`src/rtl/apb_pcie_mon.sv`:
```
// APB-mapped PCIe link / DMA channel monitor: link-event and busy-cycle counters,
// captured config BDF, and a maskable level interrupt.
`timescale 1ns/1ps
module apb_pcie_mon #(
  parameter int unsigned CH_NUM      = 4,
  parameter int unsigned CNT_WIDTH   = 32,
  parameter int unsigned SYNC_STAGES = 2
) (
  input  logic              i_clk,
  input  logic              i_rst,
  input  logic              i_lnk_up,
  input  logic [CH_NUM-1:0] i_dma_busy,
  input  logic              i_cfg_valid,
  input  logic [15:0]       i_cfg_bdf,
  input  logic              i_psel,
  input  logic              i_penable,
  input  logic              i_pwrite,
  input  logic [11:0]       i_paddr,
  input  logic [31:0]       i_pwdata,
  output logic [31:0]       o_prdata,
  output logic              o_pready,
  output logic              o_pslverr,
  output logic              o_irq
);

  localparam int unsigned IRQ_W     = 2 + CH_NUM;
  localparam int unsigned BUSY_BASE = 8;
  localparam logic [CNT_WIDTH-1:0] CNT_MAX = {CNT_WIDTH{1'b1}};

  localparam logic [9:0] A_STATUS   = 10'h000;
  localparam logic [9:0] A_BDF      = 10'h001;
  localparam logic [9:0] A_IRQ_STAT = 10'h002;
  localparam logic [9:0] A_IRQ_MASK = 10'h003;
  localparam logic [9:0] A_LNKDN    = 10'h004;
  localparam logic [9:0] A_PARAM    = 10'h005;

  typedef enum logic [1:0] {ST_IDLE, ST_ACCESS, ST_RESP} state_t;

  state_t                 state;
  logic [SYNC_STAGES-1:0] sync_q;
  logic                   lnk_d;
  logic [CH_NUM-1:0]      busy_d;
  logic [15:0]            bdf_q;
  logic [IRQ_W-1:0]       irq_stat;
  logic [IRQ_W-1:0]       irq_mask;
  logic [CNT_WIDTH-1:0]   lnkdn_cnt;
  logic [CNT_WIDTH-1:0]   busy_cnt [CH_NUM];

  logic [9:0]        word_c;
  logic              lnk_s_c;
  logic              lnk_rise_c;
  logic              lnk_fall_c;
  logic [CH_NUM-1:0] busy_fall_c;
  logic [IRQ_W-1:0]  irq_set_c;
  logic [31:0]       rd_data_c;
  logic              hit_c;
  logic              ro_c;
  logic [CH_NUM-1:0] busy_sel_c;
  logic              err_c;
  logic              xfer_c;
  logic              wr_c;
  logic              lnk_clr_c;
  logic [CH_NUM-1:0] busy_clr_c;
  logic [IRQ_W-1:0]  w1c_c;
  logic              mask_we_c;
  logic              unused_bits;

  assign unused_bits = ^{i_paddr[1:0], i_pwdata[31:IRQ_W]};

  // Event detection on the synchronised link and per-channel busy falls
  assign word_c      = i_paddr[11:2];
  assign lnk_s_c     = sync_q[SYNC_STAGES-1];
  assign lnk_rise_c  = lnk_s_c & ~lnk_d;
  assign lnk_fall_c  = ~lnk_s_c & lnk_d;
  assign busy_fall_c = busy_d & ~i_dma_busy;
  assign irq_set_c   = {busy_fall_c, lnk_fall_c, lnk_rise_c};

  // Register map decode and read mux
  always_comb begin
    rd_data_c  = '0;
    hit_c      = 1'b0;
    ro_c       = 1'b0;
    busy_sel_c = '0;
    case (word_c)
      A_STATUS:   begin hit_c = 1'b1; ro_c = 1'b1; rd_data_c = 32'({i_dma_busy, 7'd0, lnk_s_c}); end
      A_BDF:      begin hit_c = 1'b1; ro_c = 1'b1; rd_data_c = 32'(bdf_q); end
      A_IRQ_STAT: begin hit_c = 1'b1; rd_data_c = 32'(irq_stat); end
      A_IRQ_MASK: begin hit_c = 1'b1; rd_data_c = 32'(irq_mask); end
      A_LNKDN:    begin hit_c = 1'b1; rd_data_c = 32'(lnkdn_cnt); end
      A_PARAM:    begin hit_c = 1'b1; ro_c = 1'b1; rd_data_c = 32'({6'(CNT_WIDTH), 4'd0, 4'(CH_NUM)}); end
      default:    ;
    endcase
    for (int unsigned n = 0; n < CH_NUM; n++) begin
      if (word_c == 10'(BUSY_BASE + n)) begin
        hit_c         = 1'b1;
        busy_sel_c[n] = 1'b1;
        rd_data_c     = 32'(busy_cnt[n]);
      end
    end
  end

  assign err_c      = ~hit_c | (i_pwrite & ro_c);
  assign xfer_c     = (state == ST_ACCESS) & i_psel & i_penable;
  assign wr_c       = xfer_c & i_pwrite & ~err_c;
  assign lnk_clr_c  = wr_c & (word_c == A_LNKDN);
  assign mask_we_c  = wr_c & (word_c == A_IRQ_MASK);
  assign busy_clr_c = busy_sel_c & {CH_NUM{wr_c}};
  assign w1c_c      = (wr_c && word_c == A_IRQ_STAT) ? i_pwdata[IRQ_W-1:0] : '0;

  // APB slave FSM; response is registered on the ACCESS->RESP edge
  always_ff @(posedge i_clk or posedge i_rst) begin
    if (i_rst) begin
      state     <= ST_IDLE;
      o_pready  <= 1'b0;
      o_pslverr <= 1'b0;
      o_prdata  <= '0;
    end else begin
      case (state)
        ST_IDLE: begin
          if (i_psel && !i_penable) state <= ST_ACCESS;
        end
        ST_ACCESS: begin
          if (!i_psel) begin
            state <= ST_IDLE;
          end else if (i_penable) begin
            state     <= ST_RESP;
            o_pready  <= 1'b1;
            o_pslverr <= err_c;
            o_prdata  <= (err_c || i_pwrite) ? '0 : rd_data_c;
          end
        end
        ST_RESP: begin
          state     <= ST_IDLE;
          o_pready  <= 1'b0;
          o_pslverr <= 1'b0;
          o_prdata  <= '0;
        end
        default: state <= ST_IDLE;
      endcase
    end
  end

  // Monitor state: sync chain, captured BDF, interrupt and counters
  always_ff @(posedge i_clk or posedge i_rst) begin
    if (i_rst) begin
      sync_q    <= '0;
      lnk_d     <= 1'b0;
      busy_d    <= '0;
      bdf_q     <= '0;
      irq_stat  <= '0;
      irq_mask  <= '0;
      o_irq     <= 1'b0;
      lnkdn_cnt <= '0;
      for (int unsigned n = 0; n < CH_NUM; n++) busy_cnt[n] <= '0;
    end else begin
      sync_q <= {sync_q[SYNC_STAGES-2:0], i_lnk_up};
      lnk_d  <= lnk_s_c;
      busy_d <= i_dma_busy;
      if (i_cfg_valid) bdf_q <= i_cfg_bdf;
      // Hardware set wins over a same-cycle W1C
      irq_stat <= (irq_stat & ~w1c_c) | irq_set_c;
      if (mask_we_c) irq_mask <= i_pwdata[IRQ_W-1:0];
      o_irq <= |(irq_stat & irq_mask);
      if (lnk_clr_c) lnkdn_cnt <= '0;
      else if (lnk_fall_c && lnkdn_cnt != CNT_MAX) lnkdn_cnt <= lnkdn_cnt + CNT_WIDTH'(1);
      for (int unsigned n = 0; n < CH_NUM; n++) begin
        if (busy_clr_c[n]) busy_cnt[n] <= '0;
        else if (i_dma_busy[n] && busy_cnt[n] != CNT_MAX) busy_cnt[n] <= busy_cnt[n] + CNT_WIDTH'(1);
      end
    end
  end

endmodule

```
`config.mk`:
```
export PLATFORM = sky130hd
export DESIGN_NAME = apb_pcie_mon
export DESIGN_NICKNAME = d
export VERILOG_FILES = /design/src/rtl/apb_pcie_mon.sv
export SDC_FILE = /design/constraint.sdc
export NUM_CORES = 1
export LEC_CHECK = 0
export ABC_CLOCK_PERIOD_IN_PS = 10600
export BUFFER_PORTS_ARGS = -buffer_cell sky130_fd_sc_hd__buf_2
export CORE_MARGIN = 4
export CORE_UTILIZATION = 35
export DETAILED_ROUTE_END_ITERATION = 6
export HOLD_SLACK_MARGIN = 0.02
export PLACE_DENSITY = 0.57
export SYNTH_ARGS = -nofsm -noshare
export SYNTH_HDL_FRONTEND = slang
export SYNTH_SLANG_ARGS = --single-unit
```
`constraint.sdc`:
```
create_clock -name i_clk -period 10.6 [get_ports i_clk]
set_input_delay 0 -clock i_clk [delete_from_list [all_inputs] [get_ports i_clk]]
set_output_delay 0 -clock i_clk [all_outputs]
set_load 0.05 [all_outputs]
```
Word-level counts from Yosys, hierarchy flattened:

Index checks and enable logic that the tools add are counted.

* register bits after elaboration: 232

* $add $sub $neg: 5
* equal/unequal tests: 20
* multiplexer cells: 40
* bitwise operators: 21
* reduce and logical (&&, ||, !) cells: 22

Operators by type and width (number)
* $mux 32: 17
* $pmux 32 s6: 1
* $add 32x1->32 const B: 5
* $ne 32x32->1 const B: 5
* $pmux 32 s2: 1
* $eq 10x4->1 const B: 4
* $eq 10x2->1 const B: 2
* $eq 10x3->1 const B: 2
* $mux 1: 14
* $and 6x6->6: 2
* $reduce_bool 2->1: 6
* $reduce_or 6->1: 2
* $eq 10x1->1 const B: 1
* $logic_not 10->1: 1
* $and 1x1->1: 9
* $and 4x4->4: 2
* $logic_and 1x1->1: 7
* $mux 2: 3
* $mux 6: 1
* $ne 2x2->1 const B: 3
* $not 6->6: 1
* $or 6x6->6: 1
* $not 1->1: 4
* $not 4->4: 1
* 12 further kinds: 13

Longest topological paths before layout:

Gate-level depths: netlist of the first run.

* depth in word-level cells: 16
* gate-level depth with buffers: 9

Least setup slack after synthesis of the first run:

No wires, ideal clock.

* path type: register -> register
* from: reg busy_cnt[105] (netlist name)
* to: reg busy_cnt[96] (netlist name)
* arrival: 2.032 ns
* data required time: 10.468 ns
* slack: 8.436 ns
* stages on the path, launching flop included: 8
* path buffers: 2
* path through: dfrtp_1 > nand3_1 > or4_4 > o41ai_4 > buf_6 > buf_6 > xor2_1 > nor2_1

* longest elaborated chain between the ends: 3

Ends and longest elaborated chain
* from (decl): RTL line 47 `logic [CNT_WIDTH-1:0] busy_cnt [CH_NUM];`
* from (signal, indexed assignment): RTL line 167 `if (busy_clr_c[n]) busy_cnt[n] <= '0;`
* $ne 32x32->1: RTL line 168 `else if (i_dma_busy[n] && busy_cnt[n] != CNT_MAX) busy_cnt[n] <= busy_cnt[n] + CNT_WIDTH'(1);`
* $logic_and 1x1->1: RTL line 168
* $reduce_bool 2->1 (no source line)

Every way passes these cells.
A chain may end at the register's enable or synchronous reset.

Worst setup path after layout of the first run:

* from: reg busy_cnt[13] (netlist name)
* to: reg busy_cnt[3] (netlist name)

Same word-level chain as after synthesis.

==> results of run 1 <==
## per-stage QoR
stage	power [mW]	utilization (%)	instance area [sq um]	hold slack (ns)	setup slack [ns]
final	2.47	41.6	15400	0.0346	7.84
after global routing	2.59	41.6	15400	0.0257	7.52
after CTS	2.49	41.6	15400	0.0201	7.88
after detailed placement	1.46	38.1	14100	0.110	7.51
after global placement	1.45	38.1	14100	0.110	7.52
after floorplan	1.34	-	13200	0.0314	4.24
## cell type report
type / count / area, sq um / share of cell area [%]
clock inverters: 11 / 150 / 0.977
well taps: 504 / 631 / 4.10
inverters: 45 / 176 / 1.15
multi-input cells: 1089 / 6950 / 45.2
repair buffers: 126 / 833 / 5.42
diodes: 1 / 2.50 / 0.0163
clock buffers: 41 / 821 / 5.34
flip-flops and latches: 232 / 5810 / 37.8
## cells in the final DEF, fill, tap and decap left out, drive strengths merged, types with 13 or more instances in the layout
cell type      n
nand3         63
nor4          24
and3          18
a21oi        122
nor3          25
xnor2         23
dlygate4sd3   32
a22oi         22
clkbuf        41
buf           94
a211oi        15
or3           76
a22o          14
mux2          27
or4           35
nor2          76
o21ai        131
o31ai         41
a221o         15
nand4         45
and2          15
inv           46
nand2        120
nand2b        13
and4          21
dfrtp        232
## flip-flops by register name, indices dropped and copies added (netlist names)
| name | flops |
|---|---|
| o_irq | 1 |
| state | 2 |
| lnk_d | 1 |
| bdf_q | 16 |
| o_pslverr | 1 |
| busy_d | 4 |
| busy_cnt | 128 |
| irq_stat | 6 |
| o_prdata | 32 |
| irq_mask | 6 |
| sync_q | 2 |
| o_pready | 1 |
| lnkdn_cnt | 32 |
## kinds of logic (layout without fill, tap and decap cells)
logic type / Yosys count / in the layout / share of synthesized area (%)
AO/OA/AOI/OAI: 448 / 448 / 21.9
XOR/XNOR: 30 / 30 / 1.98
AND/OR/NAND/NOR: 564 / 564 / 24.1
flip-flops: 232 / 232 / 43.8
other: 0 / 1 / 0
buffers and inverters: 123 / 223 / 3.89
multiplexers: 42 / 42 / 3.90
adder cells (fa/ha/maj): 5 / 5 / 0.472
## worst paths after layout
check,start,to,slack [ns],depth (start not counted)
worst max-delay path,busy_cnt[13]$_DFFE_PP0P_,busy_cnt[3]$_DFFE_PP0P_,7.84,5
worst min-delay path,i_cfg_valid,bdf_q[10]$_DFFE_PP0P_,0.03,2
worst max register to register,busy_cnt[13]$_DFFE_PP0P_,busy_cnt[3]$_DFFE_PP0P_,7.84,5
worst min register to register,sync_q[0]$_DFF_PP0_,sync_q[1]$_DFF_PP0_,0.35,0
max in group asynchronous,i_rst,busy_cnt[69]$_DFFE_PP0P_,9.02,4
min in group asynchronous,i_rst,busy_cnt[16]$_DFFE_PP0P_,0.08,3
## per-layer routing
| layer | share of wire [%] | up-vias |
|---|---|---|
| li1 | - | 5699 |
| met1 | 45 | 6006 |
| met2 | 46 | 428 |
| met3 | 6.7 | 58 |
| met4 | 3.0 | 0 |
| met5 | 0 | - |
## power breakdown
group	internal (mW)	switching [mW]	total, mW
clock network	0.611	0.398	1.01
registers	0.980	0.138	1.12
logic	0.136	0.209	0.345
total	1.73	0.744	2.47
==> impl_results.md, run 1 <==
* Worst-path cell chain: and4_1 > nand4_1 > nor4_1 > o21ai_0 > a21oi_1
* First-pass DRT Iterations at 5
* CP max stage cell: nor4_1
* Slowest stage delay, CP at 1.01 ns
* Ys async rst share at 100%
* Global Route met3 Usage at ~3.1%
* Predominant post-synthesis flop cell: dfrtp_1
* DR iter-0 viols at between 900 and 1000
* Die H at between 200 and 250 microns
* Synth warn at 0
* Routed Antenna Nets at 0
* Cts hold-fix bufs at 32
* Count leader, synth: dfrtp_1
* Routability cong. at ~0.89
* Slew Limit Fails at 0
* Synth cell count leaders: dfrtp_1 (232), o21ai_0 (124), a21oi_1 (122), nand2_1 (120), or3_1 (76)
* Slew @ Worst Pin at a little over 1 ns
* H-tree lvl count at 1
* Synth area leaders: dfrtp_1 (44%), o21ai_0 (4.7%), a21oi_1 (4.6%)
* Global-route wire length before repair at 68800 microns
* Syn-to-layout area delta at 16.0%
* Top-Level Pins at ~110
* Placed cells at about 2000
* Initial antenna violation count at 1
* Relative slew slack at 30.6%
* CTS root buffer: clkbuf_16
* Layout cells sized above 1 at between 10% and 20%
* Critical path class: flop to flop
* Grt total ovfl at 0
* Largest net degree at the start of global routing at between 100 and 150
* CTS tree: yes
* Worst Path Buf+Inv at 0
* Nets at ~1600
* Critical Path Source Type: flop
* CP required at roughly 11 ns
* Power Dens Cells at ~160 mW/mm^2
* Max Freq at between 300 and 400 MHz
* RSZ-0062 raised after global routing: no
* Time the worst path needs with I/O delays and setup at between 2 and 3 ns
* Fin. Hold Viols at 0
* DPL Wire Length at around 32000 microns
* Synth area leader: dfrtp_1
* TritonCTS buffer count at 29
* Worst setup EP type: flop
* Max Root-Sink Buffers at 3
* CTS resizes at 0
* Post-synth top area share at between 40 and 50%
* GRT met1 Usage at 30.0%
* Post-synth EDFFs at 0
* CP top delay family: simple AND/OR/NAND/NOR gates
* Hold crit path type: input port to flop
* Leakage power at about 6 nW
* Initial Utilization at 35.8%
* Final period util at 26.0%
* M2 GR Usage at 33.0%
* Status: finished clean
* Register area share after synthesis at between 40 and 50%
* Syn_area_per_cell at slightly above 9 sq um
* Die ar. at 0.0410 sq mm
* DRC at 0
* Die Width at ~200 microns
* Final Setup Violations at 0
* Worst skew pair latency at a little under 0.6 ns
* CTS Sinks at about 230
* Worst vdd ir at 0.000111 V
* Mapped cell area at 0.0132 sq mm
* Tot GR Track Use at between 20% and 30%
* Vias in the first global route at between 10000 and 15000
* Setup TNS at 0 ns
* Worst Clk Skew at 0.0245 ns
* Via-per-instance ratio at 5.95
* Post-Layout Cell Count at about 2000
* Setup bufs post-CTS at 0
* WL final at ~44000 microns
* Gate count of the mapped netlist at ~1400
* Max Cap Viol at 0
* WL/cell at 21.3 microns
* Core area at 0.0370 sq mm
* FP Rows at 70
* GR peak layer: met2
* Synthesized net count at 1520
* Via count at approximately 12000
* Port Buffer Count at 77
* Fillers at 3667
* Seq cells post-synth at 232
* Worst-path clk slew at roughly 0.050 ns
* WP data arrival at between 3 and 4 ns
* Cell variety after synth at between 70 and 80
* CP max FO at 11
(Power assumes the default switching activity.)
==> inputs of run 2 (changes only) <==
--- a/config.mk
+++ b/config.mk
@@ -5,7 +5,7 @@
 export SDC_FILE = /design/constraint.sdc
 export NUM_CORES = 1
 export LEC_CHECK = 0
-export ABC_CLOCK_PERIOD_IN_PS = 10600
+export ABC_CLOCK_PERIOD_IN_PS = 2700
 export BUFFER_PORTS_ARGS = -buffer_cell sky130_fd_sc_hd__buf_2
 export CORE_MARGIN = 4
 export CORE_UTILIZATION = 35
==> constraint.sdc (replaced) <==
create_clock -name i_clk -period 2.7 [get_ports i_clk]
set_input_delay 0 -clock i_clk [delete_from_list [all_inputs] [get_ports i_clk]]
set_output_delay 0 -clock i_clk [all_outputs]
set_load 0.05 [all_outputs]
==> run 2 against run 1 <==
Via count grew 1.2%. Combinational power rose to 4.1 times the previous value. Routed wire length rose by 0.89%. Critical endpoint is now lnkdn_cnt[6]$_DFFE_PP0P_. Largest cell class unchanged. Highest routed layer unchanged.
==> impl_results.md, run 2 (synthesized netlist as in run 1, its figures left out) <==
* Vias in the first global route at approximately 12000
* TritonCTS buffer count at 28
* Fillers at between 3000 and 4000
* Via-per-instance ratio at 5.90
* Hold_sp: i_cfg_valid
* Worst-path clk slew at about 0.070 ns
* CP required at 3.18 ns
* Core area at around 0.037 sq mm
* Worst Reg-to-Reg Cells at 6
* Setup bufs post-CTS at 0
* Pint at slightly above 7 mW
* Relative slew slack at 51.6%
* Biggest regs: busy_cnt (128), lnkdn_cnt (32), o_prdata (32)
* CTS Sinks at 232
* Global-route wire length before repair at a little under 70000 microns
* Syn-to-layout area delta at 19.7%
* RR Startpoint: lnkdn_cnt[4]$_DFFE_PP0P_
* WL final at 44000 microns
* Routability cong. at about 0.9
* Utilization after layout at a little over two fifths
* WL/cell at between 20 and 25 microns
* Hold Path Depth at 2
* CP max stage cell: or4_4
* Top-Level Pins at around 110
* Sw power at about 3.0 mW
* Initial Utilization at a little over a third
* FP Rows at 70
* Switching part of the total power at between 20 and 30%
* # diodes at 0
* Initial antenna violation count at 0
* Post-DP Area at around 0.015 sq mm
* Routed Antenna Nets at 0
* Worst vdd ir at between 0.0003 and 0.0004 V
* Via count at 12300
* Slew @ Worst Pin at between 0.7 and 0.8 ns
* Grt total ovfl at 0
* DR iter-0 viols at roughly 1100
* Power Dens Cells at roughly 630 mW/mm^2
* Pwr Total at between 10 and 15 mW
* Worst Clk Skew at ~0.015 ns
* Final period util at between 80% and 90%
* DPL Wire Length at around 33000 microns
* Die H at 203 microns
* Worst-path cell chain: nand4_1 > or4_4 > nor4_4 > buf_4 > o21ai_0 > a21oi_1
* Commonest cells after routing, fill and taps aside: dfrtp_1 (232), o21ai_0 (124), a21oi_1 (122)
* Max Root-Sink Buffers at 3
* Top reg by flops: busy_cnt
* Slowest stage delay, CP at 0.61 ns
* Nets at between 1500 and 2000
* Max Freq at ~430 MHz
* Port Buffer Count at 77
* Slew Limit Fails at 0
* Critical Path Source Type: flop
* Final Setup Violations at 0
* Tot GR Track Use at a little over a fifth
* Largest net degree at the start of global routing at 66
* Final instance area at about 0.016 sq mm
* WP data arrival at ~2.8 ns
* Placed cells at around 2000
* Post-Layout Cell Count at 2090
* Worst setup EP type: flop
* Largest register FFs at ~130
* CP max FO at 28
* CTS tree: yes
* DRC at 0
* H-tree lvl count at 1
* Critical path class: flop to flop
* Die ar. at between 0.04 and 0.05 sq mm
* Time the worst path needs with I/O delays and setup at 2.35 ns
* Max Cap Viol at 0
* First-pass DRT Iterations at 5
* Die Width at between 200 and 250 microns
* Reg-to-reg slack, setup at around 0.35 ns
* Sequential share of power at roughly 44%
* Hold crit path type: input port to flop
* Commonest non-fill, non-tap cell in the layout: dfrtp_1
* CTS root buffer: clkbuf_16
* Clock share of power at between 40% and 50%
* Cts hold-fix bufs at 31
* Hold path endpoint: bdf_q[11]$_DFFE_PP0P_
* CTS resizes at 0
* Leakage power at 6.29 nW
* Layout cells sized above 1 at 16.1%
* Comb pwr share at between 10% and 20%
* Worst skew pair latency at ~0.55 ns
* R2R Path End: lnkdn_cnt[6]$_DFFE_PP0P_
* Fin. Hold Viols at 0
* RSZ-0062 raised after global routing: no
* Status: finished clean
-- run 2: changes by cell type in the layout (fill, tap and decap cells not counted), moves of 3 or more --
cell	delta
buf_12	+8
buf_4	+36
bufinv_16	+3
clkbuf_1	-5
-- run 2: stage by stage --
| step | setup slack (ns) | hold WS [ns] | TNS, ns |
|---|---|---|---|
| after global routing | 0.167 | 0.0541 | 0 |
| after detailed placement | 0.371 | 0.0997 | 0 |
| after floorplan | -0.336 | 0.0314 | -77.94 |
| after global placement | 0.421 | 0.102 | 0 |
| after CTS | 0.369 | 0.0422 | 0 |
| final | 0.351 | 0.0456 | 0 |
-- run 2: worst max-delay path: cells and delay by family, from the launching register on --
| kind | cells | cell delay [ns] |
|---|---|---|
| AOI/OAI and AO/OA | 2 | 0.28 |
| and+or+nand+nor | 3 | 1.22 |
| buffers and inverters | 1 | 0.30 |
| DFF | 1 | 0.47 |
-- run 2: final cells by class --
type / instances / area [sq um] / share of cell area [%]
clock inverters: 14 / 229 / 1.44
well taps: 504 / 631 / 3.98
flip-flops and latches: 232 / 5810 / 36.6
multi-input cells: 1089 / 6950 / 43.8
clock buffers: 37 / 816 / 5.14
repair buffers: 169 / 1250 / 7.91
inverters: 45 / 173 / 1.09
-- run 2: routing by layer --
layer / wire length, microns / up-vias / global-route usage, %
li1: - / 5759 / -
met1: 20300 / 6165 / 30.5
met2: 20400 / 363 / 33.4
met3: 2370 / 53 / 2.48
met4: 1020 / 0 / 4.75
met5: 0 / - / 0
-- run 2: power groups by stage --
| stage | sequential, mW | combinational [mW] | clock (mW) |
|---|---|---|---|
| 6_report | 4.40 | 1.40 | 4.24 |
| 2_1_floorplan | 4.26 | 0.993 | 0 |
| 4_1_cts | 4.39 | 1.40 | 4.31 |
| 3_3_place_gp | 4.43 | 1.33 | 0 |
| 5_1_grt | 4.46 | 1.60 | 4.44 |
| 3_5_place_dp | 4.45 | 1.36 | 0 |
-- run 2: worst max path at each step --
stage,start,endpoint,slack [ns],depth (start not counted)
after global routing,busy_cnt[71]$_DFFE_PP0P_,busy_cnt[71]$_DFFE_PP0P_,0.17,5
after CTS,lnkdn_cnt[4]$_DFFE_PP0P_,lnkdn_cnt[6]$_DFFE_PP0P_,0.37,6
after global placement,busy_cnt[78]$_DFFE_PP0P_,busy_cnt[93]$_DFFE_PP0P_,0.42,5
after floorplan,i_rst,bdf_q[0]$_DFFE_PP0P_,-0.34,1
after detailed placement,i_paddr[7],irq_mask[0]$_DFFE_PP0P_,0.37,6
final,lnkdn_cnt[4]$_DFFE_PP0P_,lnkdn_cnt[6]$_DFFE_PP0P_,0.35,6
==> inputs of run 3 (changes only) <==
--- a/config.mk
+++ b/config.mk
@@ -8,10 +8,10 @@
 export ABC_CLOCK_PERIOD_IN_PS = 2700
 export BUFFER_PORTS_ARGS = -buffer_cell sky130_fd_sc_hd__buf_2
 export CORE_MARGIN = 4
-export CORE_UTILIZATION = 35
+export CORE_UTILIZATION = 40
 export DETAILED_ROUTE_END_ITERATION = 6
 export HOLD_SLACK_MARGIN = 0.02
-export PLACE_DENSITY = 0.57
+export PLACE_DENSITY = 0.63
 export SYNTH_ARGS = -nofsm -noshare
 export SYNTH_HDL_FRONTEND = slang
 export SYNTH_SLANG_ARGS = --single-unit
==> run 3 against run 2 <==
Final cell count decreased by 3.0%. Total power down 4.6%. Flip-flop and latch count unchanged. First-iteration DRC count rose by 14%. Sequential power about the same. Non-clock buffer count stayed put. Core utilization increased by 5.0 points. Critical path depth unchanged. Sequential share of layout area grew 0.54 points. Global-route usage grew 2.9 points. Critical path type unchanged. Largest cell class unchanged. Largest power group unchanged.
==> impl_results.md, run 3 (synthesized netlist as in run 1, its figures left out) <==
* Routability cong. at 0.912
* Worst setup path end: lnkdn_cnt[9]$_DFFE_PP0P_
* Grt total ovfl at 0
* Routed Antenna Nets at 0
* Final period util at about nine tenths
* Final Setup Violations at 0
* Status: finished clean
* CTS tree: yes
* Seq. cell area at ~0.0058 sq mm
* Cts hold-fix bufs at 31
* Die H at ~190 microns
* Max Root-Sink Buffers at 3
* Slew Limit Fails at 0
* R2R Path End: lnkdn_cnt[9]$_DFFE_PP0P_
* RSZ-0062 raised after global routing: no
* Utilization after layout at between 40% and 50%
* DR iter-0 viols at 1243
* Worst vdd ir at approximately 0.00042 V
* Layout cells sized above 1 at around 16%
* Slowest stage delay, CP at about 0.6 ns
* CP required at 3.12 ns
* Worst setup EP type: flop
* Biggest regs: busy_cnt (128), lnkdn_cnt (32), o_prdata (32)
* FP Rows at 66
* Hold crit path type: input port to flop
* Leakage power at 6.21 nW
* Largest net degree at the start of global routing at 94
* H-tree lvl count at 1
* CP max FO at 28
* Initial Utilization at between 40% and 50%
* Worst Reg-to-Reg Cells at 6
* Vias in the first global route at 11800
* Die ar. at ~0.036 sq mm
* Slew @ Worst Pin at 0.766 ns
* Worst-path cell chain: nand4_1 > or4_4 > nor4_4 > buf_4 > or4_1 > a21oi_1
* Tot GR Track Use at about a quarter
* Core area at approximately 0.033 sq mm
* Post-DP Area at 0.0144 sq mm
* # diodes at 0
* CTS root buffer: clkbuf_16
* DRC at 0
* Worst Clk Skew at ~0.018 ns
* CTS Sinks at 232
* Critical path depth at 6
* Largest register FFs at roughly 130
* Via count at roughly 13000
* Initial antenna violation count at 3
* CTS resizes at 0
* Final instance area at 0.0156 sq mm
* DPL Wire Length at between 30000 and 40000 microns
* Origin of the worst setup path: lnkdn_cnt[4]$_DFFE_PP0P_
* Worst Path Buf+Inv at 1
* TritonCTS buffer count at 28
* Max Freq at ~420 MHz
* WL final at roughly 43000 microns
* Top-Level Pins at about 110
* Max Cap Viol at 0
* Fin. Hold Viols at 0
* Global-route wire length before repair at 68600 microns
* Hold_sp: i_cfg_valid
* First-pass DRT Iterations at 5
* WP data arrival at between 2 and 3 ns
* Via-per-instance ratio at roughly 6
* Relative slew slack at 48.6%
* Die Width at between 150 and 200 microns
* RR Startpoint: lnkdn_cnt[4]$_DFFE_PP0P_
* Worst-path clk slew at roughly 0.070 ns
* Critical path class: flop to flop
* Time the worst path needs with I/O delays and setup at about 2.4 ns
* Nets at 1641
* CP top delay family: simple AND/OR/NAND/NOR gates
* Top reg by flops: busy_cnt
* Area of the multi-input gates at around 0.0069 sq mm
* Reg-to-reg slack, setup at between 0.3 and 0.4 ns
* Syn-to-layout area delta at 18.0%
* Commonest non-fill, non-tap cell in the layout: dfrtp_1
* Port Buffer Count at slightly below 80
* Fillers at 3043
* WL/cell at about 21 microns
* Critical Path Source Type: flop
* Setup bufs post-CTS at 0
* Power Dens Cells at 614 mW/mm^2
* Worst skew pair latency at about 0.56 ns
* Commonest cells after routing, fill and taps aside: dfrtp_1 (232), o21ai_0 (124), a21oi_1 (122)
* CP max stage cell: or4_4
run 3: changes by cell type in the layout (fill, tap and decap cells not counted):
cell,before,now
buf_4,53,55
clkinvlp_4,3,4
nor2_2,2,1
clkbuf_1,2,7
clkinv_2,5,6
clkinv_4,1,0
clkbuf_8,6,4
bufinv_16,6,2
nor2_1,74,75
buf_12,8,6
run 3: area by class of cell:
type / count / area share, %
Sequential cell: 232 / 37.2
Clock inverter: 11 / 0.721
Inverter: 45 / 1.10
Clock buffer: 40 / 5.16
Tap cell: 442 / 3.54
Multi-Input combinational cell: 1089 / 44.5
Timing Repair Buffer: 169 / 7.86
run 3: where the power goes:
part           leakage, nW  internal [mW]  total [mW]  switching [mW]
clock                0.447           2.26        3.80            1.54
combinational         2.85          0.554        1.39           0.835
sequential            2.91           3.85        4.40           0.551
run 3: per-stage QoR:
stage	TNS, ns	setup WS [ns]	hold slack [ns]	instances	power [mW]
2_1_floorplan	-77.94	-0.336	0.0314	1444	5.25
3_3_place_gp	0	0.426	0.113	1946	5.72
3_5_place_dp	0	0.365	0.111	1946	5.77
4_1_cts	0	0.346	0.0396	2028	9.62
5_1_grt	0	0.137	0.0606	2028	10.1
6_report	0	0.316	0.0749	2028	9.59
run 3: worst min-delay path by stage:
stage	endpoint	slack, ns	cells after the start
floorplan	busy_d[0]$_DFF_PP0_	0.03	0
global placement	sync_q[0]$_DFF_PP0_	0.11	1
detailed placement	sync_q[0]$_DFF_PP0_	0.11	1
CTS	bdf_q[7]$_DFFE_PP0P_	0.04	2
global route	bdf_q[7]$_DFFE_PP0P_	0.06	2
finish	bdf_q[11]$_DFFE_PP0P_	0.07	2
run 3: layer usage:
layer	vias to the layer above	track usage, %	part of all wire [%]
li1	5773	-	-
met1	6166	33.4	43
met2	467	36.7	45
met3	94	4.22	7.6
met4	6	9.32	4.3
met5	-	0	0.097
